===== config.mk =====
export PLATFORM = sky130hd
export DESIGN_NAME = hazard_control_unit
export DESIGN_NICKNAME = d
export VERILOG_FILES = /design/src/rtl/hazard_control_unit_pkg.sv /design/src/rtl/hazard_control_unit_sat_counter.sv /design/src/rtl/hazard_control_unit.sv
export SDC_FILE = /design/constraint.sdc
export NUM_CORES = 1
export LEC_CHECK = 0
export ABC_AREA = 1
export BUFFER_PORTS_ARGS = -buffer_cell sky130_fd_sc_hd__clkbuf_2
export CAP_MARGIN = 5
export CORE_MARGIN = 2
export CORE_UTILIZATION = 54
export DETAILED_ROUTE_END_ITERATION = 8
export GPL_ROUTABILITY_DRIVEN = 0
export GPL_TIMING_DRIVEN = 0
export PLACE_DENSITY = 0.76
export SETUP_SLACK_MARGIN = 0.05
export SLEW_MARGIN = 5
export SYNTH_ARGS = -nofsm -noshare
export SYNTH_HDL_FRONTEND = slang
export SYNTH_HIERARCHICAL = 1
export SYNTH_SLANG_ARGS = --single-unit

===== constraint.sdc =====
create_clock -name in_clk -period 2.33 [get_ports in_clk]
set_clock_uncertainty 0.15 [all_clocks]
set_input_delay 0.1165 -clock in_clk [delete_from_list [all_inputs] [get_ports in_clk]]
set_output_delay 0.1165 -clock in_clk [all_outputs]
set_load 0.02 [all_outputs]

===== src/rtl/hazard_control_unit_pkg.sv =====
// ============================================================================
// hazard_control_unit_pkg : shared encodings and widths for the hazard unit
// Revision: 1.0
// ============================================================================
`default_nettype none

package hazard_control_unit_pkg;

    typedef enum logic [1:0] {
        ST_RUN      = 2'b00,
        ST_LU_STALL = 2'b01,
        ST_FLUSH    = 2'b10,
        ST_MEM_WAIT = 2'b11
    } state_e;

    localparam int unsigned CNT_WIDTH = 16;
    localparam int unsigned WD_WIDTH  = 8;
    localparam logic [WD_WIDTH-1:0] WATCHDOG_LIMIT = 8'd255;

    // The zero register never carries a real dependency.
    function automatic logic load_use_hazard(
        input logic       valid,
        input logic       memread,
        input logic [4:0] rd,
        input logic [4:0] rs1,
        input logic [4:0] rs2,
        input logic       uses_rs1,
        input logic       uses_rs2
    );
        return valid && memread && (rd != 5'd0) &&
               (((rd == rs1) && uses_rs1) || ((rd == rs2) && uses_rs2));
    endfunction

endpackage

`default_nettype wire


===== src/rtl/hazard_control_unit_sat_counter.sv =====
// ============================================================================
// sat_counter : up-counter that sticks at all-ones, synchronous active-low clear
// Revision: 1.0
// ============================================================================
`default_nettype none

module sat_counter #(
    parameter int unsigned WIDTH = 16
) (
    input  logic             clk_i,
    input  logic             rst_ni,
    input  logic             inc_i,
    output logic [WIDTH-1:0] count_o
);

    localparam logic [WIDTH-1:0] ONE = {{(WIDTH-1){1'b0}}, 1'b1};
    localparam logic [WIDTH-1:0] MAX = {WIDTH{1'b1}};

    logic [WIDTH-1:0] count_q;
    logic [WIDTH-1:0] count_d;

    always_comb begin
        count_d = count_q;
        if (inc_i && (count_q != MAX)) begin
            count_d = count_q + ONE;
        end
    end

    always_ff @(posedge clk_i) begin
        if (!rst_ni) begin
            count_q <= '0;
        end else begin
            count_q <= count_d;
        end
    end

    assign count_o = count_q;

endmodule

`default_nettype wire


===== src/rtl/hazard_control_unit.sv =====
// ============================================================================
// hazard_control_unit : load-use stall, redirect flush and memory-wait freeze
// Revision: 1.0
// ============================================================================
`default_nettype none

module hazard_control_unit
    import hazard_control_unit_pkg::*;
(
    input  logic                 in_clk,
    input  logic                 in_rst_n,
    input  logic                 in_ifid_valid,
    input  logic [4:0]           in_ifid_rs1,
    input  logic [4:0]           in_ifid_rs2,
    input  logic                 in_ifid_uses_rs1,
    input  logic                 in_ifid_uses_rs2,
    input  logic                 in_idex_memread,
    input  logic [4:0]           in_idex_rd,
    input  logic                 in_ex_redirect,
    input  logic                 in_dmem_busy,
    output logic                 out_pc_write,
    output logic                 out_ifid_write,
    output logic                 out_idex_bubble,
    output logic                 out_ifid_flush,
    output logic                 out_idex_flush,
    output logic                 out_exmem_write,
    output logic                 out_memwb_write,
    output logic [1:0]           out_state,
    output logic [CNT_WIDTH-1:0] out_stall_count,
    output logic [CNT_WIDTH-1:0] out_flush_count,
    output logic                 out_mem_timeout
);

    localparam logic [WD_WIDTH-1:0] WD_ONE = {{(WD_WIDTH-1){1'b0}}, 1'b1};

    state_e              state_q, state_d;
    logic [WD_WIDTH-1:0] wd_q, wd_d;
    logic                timeout_q, timeout_d;
    logic                w_hazard;
    logic                w_stall_inc;
    logic                w_flush_inc;

    assign w_hazard = load_use_hazard(in_ifid_valid, in_idex_memread, in_idex_rd,
                                      in_ifid_rs1, in_ifid_rs2,
                                      in_ifid_uses_rs1, in_ifid_uses_rs2);

    always_comb begin
        state_d         = state_q;
        out_pc_write    = 1'b1;
        out_ifid_write  = 1'b1;
        out_idex_bubble = 1'b0;
        out_ifid_flush  = 1'b0;
        out_idex_flush  = 1'b0;
        out_exmem_write = 1'b1;
        out_memwb_write = 1'b1;
        w_stall_inc     = 1'b0;
        w_flush_inc     = 1'b0;
        // Outputs stay at their defaults while reset is held.
        if (in_rst_n) begin
            case (state_q)
                ST_RUN, ST_LU_STALL, ST_FLUSH: begin
                    if (in_dmem_busy) begin
                        out_pc_write    = 1'b0;
                        out_ifid_write  = 1'b0;
                        out_exmem_write = 1'b0;
                        out_memwb_write = 1'b0;
                        state_d         = ST_MEM_WAIT;
                    end else if (in_ex_redirect) begin
                        out_ifid_flush = 1'b1;
                        out_idex_flush = 1'b1;
                        w_flush_inc    = 1'b1;
                        state_d        = ST_FLUSH;
                    end else if ((state_q == ST_RUN) && w_hazard) begin
                        out_pc_write    = 1'b0;
                        out_ifid_write  = 1'b0;
                        out_idex_bubble = 1'b1;
                        w_stall_inc     = 1'b1;
                        state_d         = ST_LU_STALL;
                    end else begin
                        state_d = ST_RUN;
                    end
                end
                ST_MEM_WAIT: begin
                    w_stall_inc = 1'b1;
                    if (in_dmem_busy) begin
                        out_pc_write    = 1'b0;
                        out_ifid_write  = 1'b0;
                        out_exmem_write = 1'b0;
                        out_memwb_write = 1'b0;
                    end else begin
                        state_d = ST_RUN;
                    end
                end
                default: state_d = ST_RUN;
            endcase
        end
    end

    always_comb begin
        wd_d = '0;
        if (state_q == ST_MEM_WAIT) begin
            wd_d = (wd_q == WATCHDOG_LIMIT) ? wd_q : (wd_q + WD_ONE);
        end
        timeout_d = timeout_q | (wd_d == WATCHDOG_LIMIT);
    end

    always_ff @(posedge in_clk) begin
        if (!in_rst_n) begin
            state_q   <= ST_RUN;
            wd_q      <= '0;
            timeout_q <= 1'b0;
        end else begin
            state_q   <= state_d;
            wd_q      <= wd_d;
            timeout_q <= timeout_d;
        end
    end

    sat_counter #(.WIDTH(CNT_WIDTH)) u_stall_cnt (
        .clk_i   (in_clk),
        .rst_ni  (in_rst_n),
        .inc_i   (w_stall_inc),
        .count_o (out_stall_count)
    );

    sat_counter #(.WIDTH(CNT_WIDTH)) u_flush_cnt (
        .clk_i   (in_clk),
        .rst_ni  (in_rst_n),
        .inc_i   (w_flush_inc),
        .count_o (out_flush_count)
    );

    assign out_state       = state_q;
    assign out_mem_timeout = timeout_q;

endmodule

`default_nettype wire


Word level (Yosys, flattened, before mapping)
Cells that the tools add are included.

word-level totals
  register bits after elaboration = 43
  input port bits = 23
  output and inout port bits = 42
  logic and storage cells = 58

cells by class
  add/sub/neg operators = 3
  eq/ne operators = 10
  multiplexer cells = 26
  bitwise gates (word level) = 1
  reduce and logical (&&, ||, !) cells = 13

operator list
  cell                                                 count
  adder 16 x 1 -> 16 bit, second input constant        2
  != test 16 bit, second input constant                2
  2-to-1 mux 1 bit                                     18
  equality test 8 bit, second input constant           2
  2-to-1 mux 8 bit                                     2
  equality test 5 bit                                  2
  adder 8 x 1 -> 8 bit, second input constant          1
  logical AND 1 bit                                    8
  2-to-1 mux 2 bit                                     3
  nonzero test 5 bit                                   1
  equality test 2 bit, second input constant           2
  case mux 1 bit (2 select lines)                      2
  case mux 2 bit (2 select lines)                      1
  OR reduction 4 bit                                   1
  OR reduction 3 bit                                   1
  equality test 2 x 1 -> 1 bit, second input constant  1
  logical NOT 2 bit                                    1
  != test 2 bit, second input constant                 1
  logical OR 1 bit                                     1
  OR 1 bit                                             1

Logic depth before layout (Yosys ltp)
  word-level depth = 11
  depth in mapped cells = 15

Cells and area by module
The synthesis kept the hierarchy.

by module, submodules not included
  module                     times used  cells each  area each (um^2)  seq. area each (um^2)
  sat_counter (u_flush_cnt)  1           149         996.0             320.3
  sat_counter (u_stall_cnt)  1           155         973.4             320.3
  hazard_control_unit        1           130         843.3             220.2

Worst setup path before layout
No wires, ideal clock.

  path type = reg2reg
  start = register state_q[0], in the netlist out_state[0]
  end = register u_flush_cnt.count_q[13], in the netlist u_flush_cnt/count_o[13]
  arrival = 2.027 ns
  required time = 2.065 ns
  slack = 0.038 ns
  stages on the path, launching flop included = 11
  buffers on the path = 1
  period minus slack after synthesis = 2.292 ns
  cells stage by stage = dfxtp_1 > nand2_1 > nand2_1 > nor3_1 > buf_4 > nand3_1 > or2_0 > nor2_1 > nand3_1 > nand2_1 > nor2_1

between the ends
  word-level cells in the longest chain between the ends = 5
  elaborated cells between the ends (all ways) = 7
  classes of those cells = eq/ne: 2; mux: 2; reduce/logical: 3

ends and longest elaborated chain
  item                                                  RTL line                               RTL
  from (decl)                                           hazard_control_unit.sv:36              state_e state_q, state_d;
  from (signal assigned)                                hazard_control_unit.sv:113             state_q <= state_d;
  equality test 2 x 1 -> 1 bit (tied with other cells)  n/a
  OR reduction 3 bit *                                  n/a
  2-to-1 mux 1 bit * (2 in a row)                       n/a
  named net out_idex_flush                              hazard_control_unit.sv:25              output logic out_idex_flush,
  logical AND 1 bit *                                   hazard_control_unit_sat_counter.sv:24  if (inc_i && (count_q != MAX)) begin
  to (signal assigned)                                  hazard_control_unit_sat_counter.sv:33  count_q <= count_d;
  to (decl)                                             hazard_control_unit_sat_counter.sv:19  logic [WIDTH-1:0] count_q;

The timed path passes the listed nets; every way through them passes the cells marked *.
A chain may end at the register's enable or synchronous reset.

Final worst setup path
  start = register state_q[1], in the netlist out_state[1]
  end = register u_stall_cnt.count_q[10], in the netlist u_stall_cnt/count_o[10]

between the ends
  word-level cells in the longest chain between the ends = 8
  elaborated cells between the ends (all ways) = 12
  classes of those cells = eq/ne: 3; mux: 5; reduce/logical: 4

ends and longest elaborated chain
  item                               RTL line                                              RTL
  logical NOT 2 bit                  hazard_control_unit.sv:60, hazard_control_unit.sv:73
  logical AND 1 bit                  hazard_control_unit.sv:73                             end else if ((state_q == ST_RUN) && w_hazard) begin
  2-to-1 mux 1 bit                   hazard_control_unit.sv:73
  2-to-1 mux 1 bit                   hazard_control_unit.sv:68                             end else if (in_ex_redirect) begin
  2-to-1 mux 1 bit                   hazard_control_unit.sv:62                             if (in_dmem_busy) begin
  case mux 1 bit (2 select lines) *  hazard_control_unit.sv:60                             case (state_q)
  2-to-1 mux 1 bit *                 hazard_control_unit.sv:59                             if (in_rst_n) begin
  named net w_stall_inc              hazard_control_unit.sv:40                             logic w_stall_inc;
  logical AND 1 bit *                hazard_control_unit_sat_counter.sv:24
  to (signal assigned)               hazard_control_unit_sat_counter.sv:33
  to (decl)                          hazard_control_unit_sat_counter.sv:19

Marked as above.

==> run metrics <==
layout cells sized above 1 0.266; Final min period 2.06 ns; Distinct cells, synth 33; Synth async-reset ratio 0; total CTS buffers 5; TritonCTS Sinks 43; Synth area leader dfxtp_1; pin count of the biggest net entering global routing 15; final core occ 0.659; clk buf depth 2; DRT iter0 DRCs 134; CP max stage cell dfxtp_1; Pleak 1.60 nW; register area share after synthesis 0.306; critical-path cell list nor4_1 -> nand2_1 -> o21ai_1 -> clkbuf_4 -> nand3_1 -> nor2_1 -> nand3_1 -> nand2_1 -> nor2_1; worst-margin pin slew 0.331 ns; Reg clk slew, reported paths 0.08 ns; worst reg2reg path depth 9; CTS tree built; Post-route DRC 0; pins over their slew limit 0; dominant synthesized flop cell dfxtp_1; Clock Latency Late Sink 0.29 ns; RSZ-0062 raised after global routing no; arrival time at the worst endpoint 2.11 ns; CP max FO 10; Core Region 0.00507 mm²; Seq cells post-synth 43; Post-Syn Nets 460; Starting Density 0.554; total wire length 6.26 mm; Rows 26; cell family with most CP delay simple AND/OR/NAND/NOR gates; Synth Cell Area 0.00281 mm²; n_diodes 0; class of the worst hold path primary input to flip-flop; IR drop worst, VDD 0.000280 V; grt total ovfl 0; Power Dens Cells 411 mW/mm²; vias per inst 4.95; Mean Syn Cell Area 6.48 µm²; DIE WIDTH 76.2 µm; setup bufs post-CTS 0; CTS H-tree depth 2; routed via count 2,862; Crit. End Element flip-flop; area share of the largest cell type after synthesis 0.306; worst setup path class flip-flop to flip-flop; final setup vio count 0; HPWL after DPL 4.91 mm; setup TNS 0 ns; Die ar. 0.00580 mm²; P&R area growth vs syn 19.0%; clock root buffer clkbuf_8; first-pass GRT wire length 10.9 mm; Ports 65; ranking of synthesized cells by area dfxtp_1 31%, nand2_1 16%, nor2_1 12%; initial antenna violation count 0; die height 76.2 µm; DR pass1 iterations 5; relative slew slack 0.778; Crit path depth 9; required time worst endpoint 2.37 ns; number of global-route vias before repair 2,549; Nets 534; hold path depth 3; # Max-Cap Violations 0; I/O Buffers 64; Fin Hold WS 0.0813 ns; Setup crit start kind flip-flop; Final Cycle Share 0.886; Syn Inst Count 434; buffer and inverter count on the worst path 1; Post-DRT Antenna Nets 0; number of synthesis warnings 6; FMAX 0.485 GHz; WL/cell 10.8 µm; number of flops mapped to enable cells by yosys 0; Slowest Stage Delay on Critical Path 0.34 ns; GRT Overall Usage 0.223; status finished clean; final hold vios 0
-- tightest hold or removal path, stage by stage --
cell and delay [ns]:
clkbuf_2 0.21, nand2_1 0.12, nor2_1 0.03
-- synthesized netlist by cell type, types with 2 or more instances --
library cell / instances
inv_2: 4
o21ai_0: 5
nand2_1: 121
dfxtp_1: 43
ha_1: 3
o22ai_1: 2
nor2_4: 9
a21oi_1: 16
nor2_2: 19
xor2_1: 4
a21boi_0: 2
buf_2: 2
nand2_2: 10
buf_4: 4
inv_1: 32
nand2_4: 7
nand3_1: 34
nand4_1: 5
nor2_8: 3
nor2_1: 89
nor3_1: 6
o21ai_1: 3
-- placed cells by master, fill, tap and decap left out, drive strengths merged --
master,instances
nand2,138
nor2,120
clkbuf,72
dfxtp,43
inv,36
nand3,34
a21oi,17
o21ai,8
nand4,6
nor3,6
buf,6
xor2,4
ha,3
dlygate4sd3,3
o22ai,2
a21boi,2
clkinv,2
o211a,1
xnor2,1
nor4,1
bufinv,1
o21bai,1
or2,1
-- sequential cells by signal, summed over array words and instances (netlist names) --
signal	flops
out_mem_timeout	1
out_state	2
u_flush_cnt/count_o	16
wd_q	8
u_stall_cnt/count_o	16
-- power by group --
group          switching (W)  total (W)  internal [W]
clock network       0.000254   0.000487      0.000233
registers         0.00000654   0.000747      0.000740
logic              0.0000795   0.000141     0.0000614
-- layout make-up --
cell class,instances,area (µm²)
plain buffers,8,76.3
clock buffers,6,82.6
clock inverters,1,5.00
fillers,487,1730
inverters,38,156
multi-input cells,345,1730
flip-flops and latches,43,861
well taps,70,87.6
repair buffers,67,350
-- timing repair --
item                       4_1_cts  5_1_grt
gates resized for setup          0        1
hold endpoints to repair         2        0
setup endpoints to repair        0        2
hold buffers                     3        0
-- path summary, 6_finish.rpt --
path | from | to | slack [ns]
min | in_rst_n | u_stall_cnt/count_o[6] | 0.08
max | out_state[1] | u_stall_cnt/count_o[10] | 0.27
min reg2reg | out_mem_timeout | out_mem_timeout | 0.32
max reg2reg | out_state[1] | u_stall_cnt/count_o[10] | 0.27
-- stage by stage --
stage / worst slack [ns] / power [W] / std cells / cell area, µm²
4_1_cts: 0.291 / 0.00139 / 578 / 3340
6_report: 0.266 / 0.00137 / 578 / 3350
3_3_place_gp: 0.277 / 0.000896 / 568 / 3230
5_1_grt: 0.0555 / 0.00144 / 578 / 3350
2_1_floorplan: 0.286 / 0.000849 / 434 / 2820
3_5_place_dp: 0.242 / 0.000900 / 568 / 3230
-- layer usage --
| layer | GRT usage | routed length, µm |
|---|---|---|
| met5 | 0 | 0 |
| met2 | 0.407 | 3080 |
| met4 | 0.0709 | 79 |
| met1 | 0.265 | 2910 |
| met3 | 0.0403 | 184 |
-- cell families after synthesis --
family / synth area share
AO/OA/AOI/OAI: 0.0618
XOR/XNOR: 0.0156
adder cells (fa/ha/maj): 0.0133
buffers and inverters: 0.0819
flip-flops: 0.306
AND/OR/NAND/NOR: 0.521
Note: power is estimated with default switching activity, not from simulation.
